[src/rtl/memory_pkg.sv]
// Shared definitions for the 1R1W write-first memory.
//   init_state_e : init sequencer states (INIT while zeroing the array, READY after)
//   MEM_DEPTH / MEM_WIDTH : default geometry
//   byte_parity  : even parity of one byte (used when MEMORY_1R1W_PARITY_EN is defined)
package memory_pkg;

    localparam int MEM_DEPTH = 32;
    localparam int MEM_WIDTH = 64;

    typedef enum logic {INIT, READY} init_state_e;

    function automatic logic byte_parity(input logic [7:0] b);
        return ^b;
    endfunction

endpackage

[src/rtl/memory_init_seq.sv]
// Post-reset init sequencer: walks every address once, requesting an all-zero
// write, then parks in READY until the next reset.
//   clock     : rising-edge clock
//   reset     : async active-low reset, restarts the walk from address 0
//   busy      : high while the walk is in progress (DEPTH cycles)
//   init_we   : init write strobe
//   init_addr : address being zeroed this cycle
module memory_init_seq
    import memory_pkg::*;
#(
    parameter int DEPTH  = MEM_DEPTH,
    parameter int ADDR_W = $clog2(DEPTH)
) (
    input  logic              clock,
    input  logic              reset,
    output logic              busy,
    output logic              init_we,
    output logic [ADDR_W-1:0] init_addr
);

    localparam logic [ADDR_W-1:0] LAST = ADDR_W'(DEPTH - 1);

    init_state_e       state;
    logic [ADDR_W-1:0] cnt;

    always_ff @(posedge clock or negedge reset) begin
        if (!reset) begin
            state <= INIT;
            cnt   <= '0;
        end else if (state == INIT) begin
            // The write to LAST happens on this edge; READY takes over after it.
            if (cnt == LAST) state <= READY;
            else             cnt   <= cnt + ADDR_W'(1);
        end
    end

    assign busy      = (state == INIT);
    assign init_we   = busy;
    assign init_addr = cnt;

endmodule

[src/rtl/memory_1r1w_write_first.sv]
// Synchronous 1R1W memory, one-cycle registered read, write-first forwarding.
// The array is zeroed by memory_init_seq after every reset; requests are
// ignored while busy. Out-of-range writes are dropped, out-of-range reads
// return zero.
// Optional: `define MEMORY_1R1W_PARITY_EN stores one even-parity bit per byte
// and raises rerr (with rvalid) when a stored byte fails its parity check.
//   clock, reset                : clock, async active-low reset
//   ren, raddr                  : read request
//   rvalid, rdata, rerr         : read response, one cycle after request
//   wen, waddr, wdata, wmask    : byte-masked write request
//   busy                        : init walk in progress
module memory_1r1w_write_first
    import memory_pkg::*;
#(
    parameter int DEPTH  = MEM_DEPTH,
    parameter int WIDTH  = MEM_WIDTH,
    parameter int ADDR_W = $clog2(DEPTH)
) (
    input  logic                 clock,
    input  logic                 reset,
    input  logic                 ren,
    input  logic [ADDR_W-1:0]    raddr,
    output logic                 rvalid,
    output logic [WIDTH-1:0]     rdata,
    output logic                 rerr,
    input  logic                 wen,
    input  logic [ADDR_W-1:0]    waddr,
    input  logic [WIDTH-1:0]     wdata,
    input  logic [WIDTH/8-1:0]   wmask,
    output logic                 busy
);

    localparam int NB = WIDTH / 8;
    // One extra bit so DEPTH itself is representable (e.g. DEPTH=32, ADDR_W=5).
    localparam logic [ADDR_W:0] DEPTH_C = (ADDR_W + 1)'(DEPTH);

    logic [WIDTH-1:0]  mem [DEPTH];
    logic              init_we;
    logic [ADDR_W-1:0] init_addr;

    memory_init_seq #(.DEPTH(DEPTH), .ADDR_W(ADDR_W)) u_init (
        .clock     (clock),
        .reset     (reset),
        .busy      (busy),
        .init_we   (init_we),
        .init_addr (init_addr)
    );

    logic rd_ok, wr_ok, rd_act, wr_act, fwd_hit;
    assign rd_ok   = ({1'b0, raddr} < DEPTH_C);
    assign wr_ok   = ({1'b0, waddr} < DEPTH_C);
    assign rd_act  = !busy && ren;
    assign wr_act  = !busy && wen && wr_ok;
    // wr_act implies waddr in range, so a hit also implies raddr in range.
    assign fwd_hit = wr_act && (waddr == raddr);

    logic [WIDTH-1:0] rd_word, rd_next;
    logic [NB-1:0]    fwd_byte;

    always_comb begin
        rd_word = rd_ok ? mem[raddr] : '0;
        for (int i = 0; i < NB; i++) begin
            fwd_byte[i]        = fwd_hit && wmask[i];
            rd_next[i*8 +: 8]  = fwd_byte[i] ? wdata[i*8 +: 8] : rd_word[i*8 +: 8];
        end
    end

`ifdef MEMORY_1R1W_PARITY_EN
    logic [NB-1:0] par [DEPTH];
    logic [NB-1:0] rd_par;
    logic          rerr_next;

    always_comb begin
        rd_par    = rd_ok ? par[raddr] : '0;
        rerr_next = 1'b0;
        // Forwarded bytes never come from the array, so they cannot be corrupt.
        for (int i = 0; i < NB; i++)
            if (!fwd_byte[i] && (byte_parity(rd_word[i*8 +: 8]) != rd_par[i]))
                rerr_next = 1'b1;
    end
`endif

    // Array (and parity) storage: no reset, contents are defined by the init walk.
    always_ff @(posedge clock) begin
        if (init_we) begin
            mem[init_addr] <= '0;
`ifdef MEMORY_1R1W_PARITY_EN
            par[init_addr] <= '0;
`endif
        end else if (wr_act) begin
            for (int i = 0; i < NB; i++)
                if (wmask[i]) begin
                    mem[waddr][i*8 +: 8] <= wdata[i*8 +: 8];
`ifdef MEMORY_1R1W_PARITY_EN
                    par[waddr][i]        <= byte_parity(wdata[i*8 +: 8]);
`endif
                end
        end
    end

    // Read register: rdata/rerr hold when no read is accepted.
    always_ff @(posedge clock or negedge reset) begin
        if (!reset) begin
            rvalid <= 1'b0;
            rdata  <= '0;
        end else begin
            rvalid <= rd_act;
            if (rd_act) rdata <= rd_next;
        end
    end

`ifdef MEMORY_1R1W_PARITY_EN
    always_ff @(posedge clock or negedge reset) begin
        if (!reset)      rerr <= 1'b0;
        else if (rd_act) rerr <= rerr_next;
    end
`else
    assign rerr = 1'b0;
`endif

endmodule

[config.mk]
export PLATFORM = sky130hd
export DESIGN_NAME = memory_1r1w_write_first
export DESIGN_NICKNAME = d
export VERILOG_FILES = /design/src/rtl/memory_pkg.sv /design/src/rtl/memory_init_seq.sv /design/src/rtl/memory_1r1w_write_first.sv
export SDC_FILE = /design/constraint.sdc
export NUM_CORES = 2
export LEC_CHECK = 0
export CORE_ASPECT_RATIO = 0.75
export CORE_MARGIN = 2
export CORE_UTILIZATION = 45
export CTS_BUF_LIST = sky130_fd_sc_hd__clkbuf_4
export CTS_CLUSTER_SIZE = 12
export DETAILED_ROUTE_END_ITERATION = 7
export PLACE_DENSITY = 0.65
export SYNTH_ARGS = -nofsm -noshare
export SYNTH_HDL_FRONTEND = slang
export SYNTH_HIERARCHICAL = 1
export SYNTH_SLANG_ARGS = --single-unit
export TNS_END_PERCENT = 30
[constraint.sdc]
create_clock -name clock -period 5.25 [get_ports clock]
set_input_delay 1.3125 -clock clock [delete_from_list [all_inputs] [get_ports clock]]
set_output_delay 1.3125 -clock clock [all_outputs]
set_load 0.02 [all_outputs]
# ---- After elaboration in Yosys (flattened, before gate mapping)
# Memory sizes are Yosys's and may differ from the RTL's. A register that Yosys moved wholly into a read port is not among the register bits.
# Index checks and enable logic that the tools add are counted.
dict set report op_classes {
  eq_ne 1
  bitwise 2
  n_addsub 1
  n_reduce_logical 5
  magnitude_cmp 0
  mux 38
  div 0
  n_shift 0
  n_mul 0
}
# cell count
set ops {}
lappend ops {{two-way mux 64 bit} 1}
lappend ops {{OR reduction 64 bit} 1}
lappend ops {{two-way mux 1 bit} 35}
lappend ops {{two-way mux 8 bit} 1}
lappend ops {{adder 5 x 1 -> 5 bit (second input constant)} 1}
lappend ops {{== test 5 bit (second input constant)} 1}
lappend ops {{two-way mux 5 bit} 1}
lappend ops {{logical AND 1 bit} 2}
lappend ops {{inverter 1 bit} 2}
lappend ops {{AND reduction 2 bit} 1}
lappend ops {{logical NOT 1 bit} 1}
dict set report totals {
  output_inout_bits 67
  latchBits 0
  elab_cells 51
  romBits 0
  input_bits 86
  mem_count 1
  ram_bits 2048
  reg_bits 7
}
# name words word_bits read_ports rd_ports_with_merged_regs wr line_no
set mem_list {}
lappend mem_list {mem 32 64 1 1 1 memory_1r1w_write_first.sv:37} ;# logic [WIDTH-1:0] mem [DEPTH];

# ---- Depth between registers and ports, before layout
dict set report logic_depth {
  ltp_word 6
  depth_mapped 12
  ltp_nobuf 7
}

# ---- By module
# Netlist, hierarchy kept.
# mod area_per_inst_um2 n_inst seq_area_each_um2 cells_each
set modules_own_cells {}
lappend modules_own_cells {memory_1r1w_write_first 83202.3 1 63125.5 4218}
lappend modules_own_cells {memory_init_seq 266.5 1 150.1 20}

# ---- Worst setup path after synthesis
# No wires, ideal clock.
dict set report synth_timing {
  path_type {in2reg}
  startpoint {input port wen}
  endpoint {memory mem[0][0] (netlist name) (enable)}
  cell_stages 7
  setup_time_ps 370
  t_required_ps 4880
  path_slack_ps 1536
  path_buffers 1
  arrival_time_ps 3343
  path_cell_list {nor3b_4 > a21boi_1 > buf_4 > mux2_2 > nor3_1 > nand2_1 > nor2_1}
}
dict set report synth_between {
  elab_chain_cells 6
  word_cells_on_any_way 28
}
# element line_no
set synth_rtl {}
lappend synth_rtl {{from (decl)} memory_1r1w_write_first.sv:26} ;# input logic wen,
lappend synth_rtl {{logical AND 1 bit *} memory_1r1w_write_first.sv:53} ;# assign wr_act = !busy && wen && wr_ok;
lappend synth_rtl {{two-way mux 1 bit} memory_1r1w_write_first.sv:90} ;# end else if (wr_act) begin
lappend synth_rtl {{two-way mux 1 bit} memory_1r1w_write_first.sv:85} ;# if (init_we) begin
lappend synth_rtl {{two-way mux 1 bit (implied by the code)} memory_1r1w_write_first.sv:93} ;# mem[waddr][i*8 +: 8] <= wdata[i*8 +: 8];
lappend synth_rtl {{OR reduction 64 bit (no line)} -}
lappend synth_rtl {{two-way mux 5 bit (no line) or two-way mux 8 bit (tied branches)} -}
lappend synth_rtl {{to (decl)} memory_1r1w_write_first.sv:37}
# Every way passes the cells marked *; elsewhere a longest branch is shown, timed or not.

# ---- Final worst setup path
dict set report layout_timing {
  startpoint {register u_init.state}
  endpoint {output port busy}
}
dict set report layout_between {
  elab_chain_cells 1
}
# element line_no
set layout_rtl {}
lappend layout_rtl {{from (decl)} memory_init_seq.sv:23} ;# init_state_e state;
lappend layout_rtl {{from (signal assigned)} memory_init_seq.sv:28} ;# state <= INIT;
lappend layout_rtl {{from (signal assigned)} memory_init_seq.sv:32} ;# if (cnt == LAST) state <= READY;
lappend layout_rtl {{inverter 1 bit (no line)} -}
lappend layout_rtl {{to (decl)} memory_1r1w_write_first.sv:30} ;# output logic busy
# No other way between the ends.

==> impl_metrics.json <==
{
  "grt_use_met2_pct": 37.49,
  "post-dp-hpwl_um": 156500,
  "max_cap_violations": 0,
  "worstSetupEndpointType": "output pin",
  "yosys_warnings": 6,
  "chipHeight_um": 377.0,
  "seq_area_frac_synth_pct": 75.81,
  "wire_length_of_the_first_global_routing_pass_um": 342500,
  "netlist.top_cell.by_area": "edfxtp_1",
  "start_util_pct": 45.42,
  "dr_total_vias": 47050,
  "slew_headroom_pct": 7.283,
  "pin_count": 153,
  "port_bufs": 151,
  "area_delta_synth_final_pct": 15.57,
  "clock_sink_count": 2119,
  "syn_nets": 4326,
  "most_frequent_cells_in_the_layout": "edfxtp_1, clkbuf_4, buf_4",
  "drc_errors": 0,
  "first_pass_drt_iterations": 7,
  "timing_worst_slew_pin_value_ns": 1.391,
  "cp.buffers_inverters": 2,
  "final_layout_size_suffix_gt1_share_pct": 31.84,
  "hold_viol": 0,
  "synth_async_sr_flop_share_pct": 3.351,
  "detail_route.vias_per_cell": 5.963,
  "leakage_nw": 35.19,
  "worst-setup-path-type": "reg -> out",
  "post_synthesis_cell_type_count": 62,
  "rsz0062_at_grt": "no",
  "achievable-frequency_mhz": 226.9,
  "clk_latency_ns": 1.42,
  "synth-edff-count": 2048,
  "clkTransAtPathRegs_ns": 0.07,
  "worstHoldPathType": "reg -> reg",
  "layout_commonest_cell": "edfxtp_1",
  "postSynthCellCount": 4238,
  "largest_net_degree_at_the_start_of_global_routing": 87,
  "cp_top_family": "buffers and inverters",
  "routed_wire_length_um": 241500,
  "worstSetupStartpointType": "flop",
  "cts_setup_buffers": 0,
  "post_cts_resized": 0,
  "slowest_delay_ns": 0.74,
  "p_total_mw": 33.88,
  "critical_path_s_slowest_cell": "clkdlybuf4s50_1",
  "count_of_endpoints_failing_setup_in_the_final_report": 0,
  "synth_top_flop_cell": "edfxtp_1",
  "run_status": "finished clean",
  "vias_in_the_first_global_route": 46710,
  "track_usage_pct": 25.56,
  "final.period_utilization_pct": 83.95,
  "grt_remaining_overflow": 0,
  "globalRoute.busiestLayer": "met2",
  "irDropWorstVdd_v": 0.0002224,
  "met3_usage_pct": 7.440,
  "gp_congestion": 0.8881,
  "final.min_clock_period_ns": 4.407,
  "core.rowCount": 136,
  "cts.htree.levels": 5,
  "slew_viol_final": 0,
  "crit_path_cell_trace": "inv_1 -> clkdlybuf4s50_1",
  "cts_inserted_buffers": 496,
  "synth-seq-cells": 2119,
  "synth_largest_type_area_fraction_pct": 73.68,
  "initial_antenna_violation_count": 11,
  "dieArea_um2": 189000,
  "timing.clock.skew_ns": 0.1408,
  "placeableCoreArea_um2": 183800,
  "drtAntennaViolNets": 0,
  "critPathArrivalTime_ns": 3.09,
  "synth_area_leaders": "edfxtp_1, mux4_2, mux2i_1, dfrtp_1, nor2_1",
  "data_required_time_of_the_critical_path_ns": 3.94,
  "wire_per_inst_um": 30.61,
  "maximum_fanout_along_the_worst_path": 13,
  "power.density_cell_area_nw_per_um2": 351.3,
  "drt_iter0_drc": 6411,
  "clockRootBuffer": "clkbuf_4",
  "nNetsFinal": 5177,
  "global_route.usage.met1_pct": 36.41,
  "synth_area_um2": 83470,
  "post_synth.cell_area_avg_um2": 19.70,
  "tritoncts_clock_tree": "built",
  "fin_util_pct": 52.49,
  "die-width_um": 501.3,
  "cts_buffer_depth": 4
}
cells in the mapped netlist (27+ instances only):
cell type and n:
nand2_1 177, clkbuf_1 108, buf_6 27, buf_4 41
edfxtp_1 2048, and2_1 74, buf_2 58, nand3_1 60
dfrtp_1 71, a211oi_1 29, nor2_1 295, o21ai_0 87
a21oi_1 48, mux2i_1 257, mux2_2 41, a22oi_1 80
mux4_2 428, nor3_1 28
registers in the layout (all words and copies together) (netlist names):
| name | count |
|---|---|
| u_init/init_addr | 5 |
| u_init/state | 1 |
| mem | 2048 |
| rdata | 64 |
| rvalid | 1 |
final timing paths:
kind / start / to / slack [ns] / depth (start not counted)
max: u_init/state / busy / 0.84 / 2
min: rdata[3] / rdata[3] / 0.48 / 2
max reg2reg: u_init/state / mem[13][30] / 1.06 / 9
min reg2reg: rdata[3] / rdata[3] / 0.48 / 2
max in group asynchronous: reset / rdata[57] / 3.52 / 3
min in group asynchronous: reset / rdata[31] / 0.57 / 2
layout make-up:
type / count / area, um^2
diodes: 14 / 35.03
clock buffers: 726 / 5450
clock inverters: 144 / 695.7
fillers: 14670 / 87310
inverters: 5 / 25.02
multi-input cells: 1860 / 18860
flip-flops and latches: 2119 / 63280
well taps: 2415 / 3022
repair buffers: 607 / 5104
power by group:
part	internal, mW	total [mW]	switching [mW]
sequential	18.6	18.7	0.0565
combinational	0.765	2.21	1.45
clock	6.55	13.0	6.44
total	25.9	33.9	7.94
repair_timing:
item | in CTS | in global routing
endpoints found under the setup margin | 0 | 0
hold buffers | 1 | 0
hold endpoints to repair | 38 | 0
metal layers:
layer  vias up  part of all wire, %
met2      3042                   45
met3       428                   12
met4         6                  3.3
met1     24300                   40
met5         -                0.017
li1      19270                    -
metrics by stage:
stage / cells / setup TNS [ns] / hold WS [ns] / setup slack, ns / instance area, um^2
after global placement: 7005 / -0.1551 / 0.4679 / -0.01982 / 90280
after CTS: 7876 / 0 / 0.3954 / 0.7055 / 96430
after floorplan: 4238 / 0 / 0.4592 / 1.536 / 83470
final: 7890 / 0 / 0.4807 / 0.8427 / 96470
after detailed placement: 7005 / -0.3619 / 0.4735 / -0.03031 / 90280
after global routing: 7885 / 0 / 0.4394 / 0.6798 / 96460
kinds of logic (layout without fill, tap and decap cells):
logic type                 after synthesis  count (layout)  share of synthesized area, %
muxes                                  726             726                         15.18
other                                    1              15                      0.004493
AOI/OAI and AO/OA                      360             360                         2.886
xor gates and xnor gates                 8               8                       0.08395
DFF                                   2119            2119                         75.81
buffers and inverters                  259            1482                         1.719
adders and majority gates                2               2                       0.02998
and+or+nand+nor                        763             763                         4.286
worst min-delay path: stages (launching register included):
cell and delay (ns):
dfrtp_1 0.34, nand2_1 0.04, o21ai_0 0.06
Power figures use the tool's default switching activity.
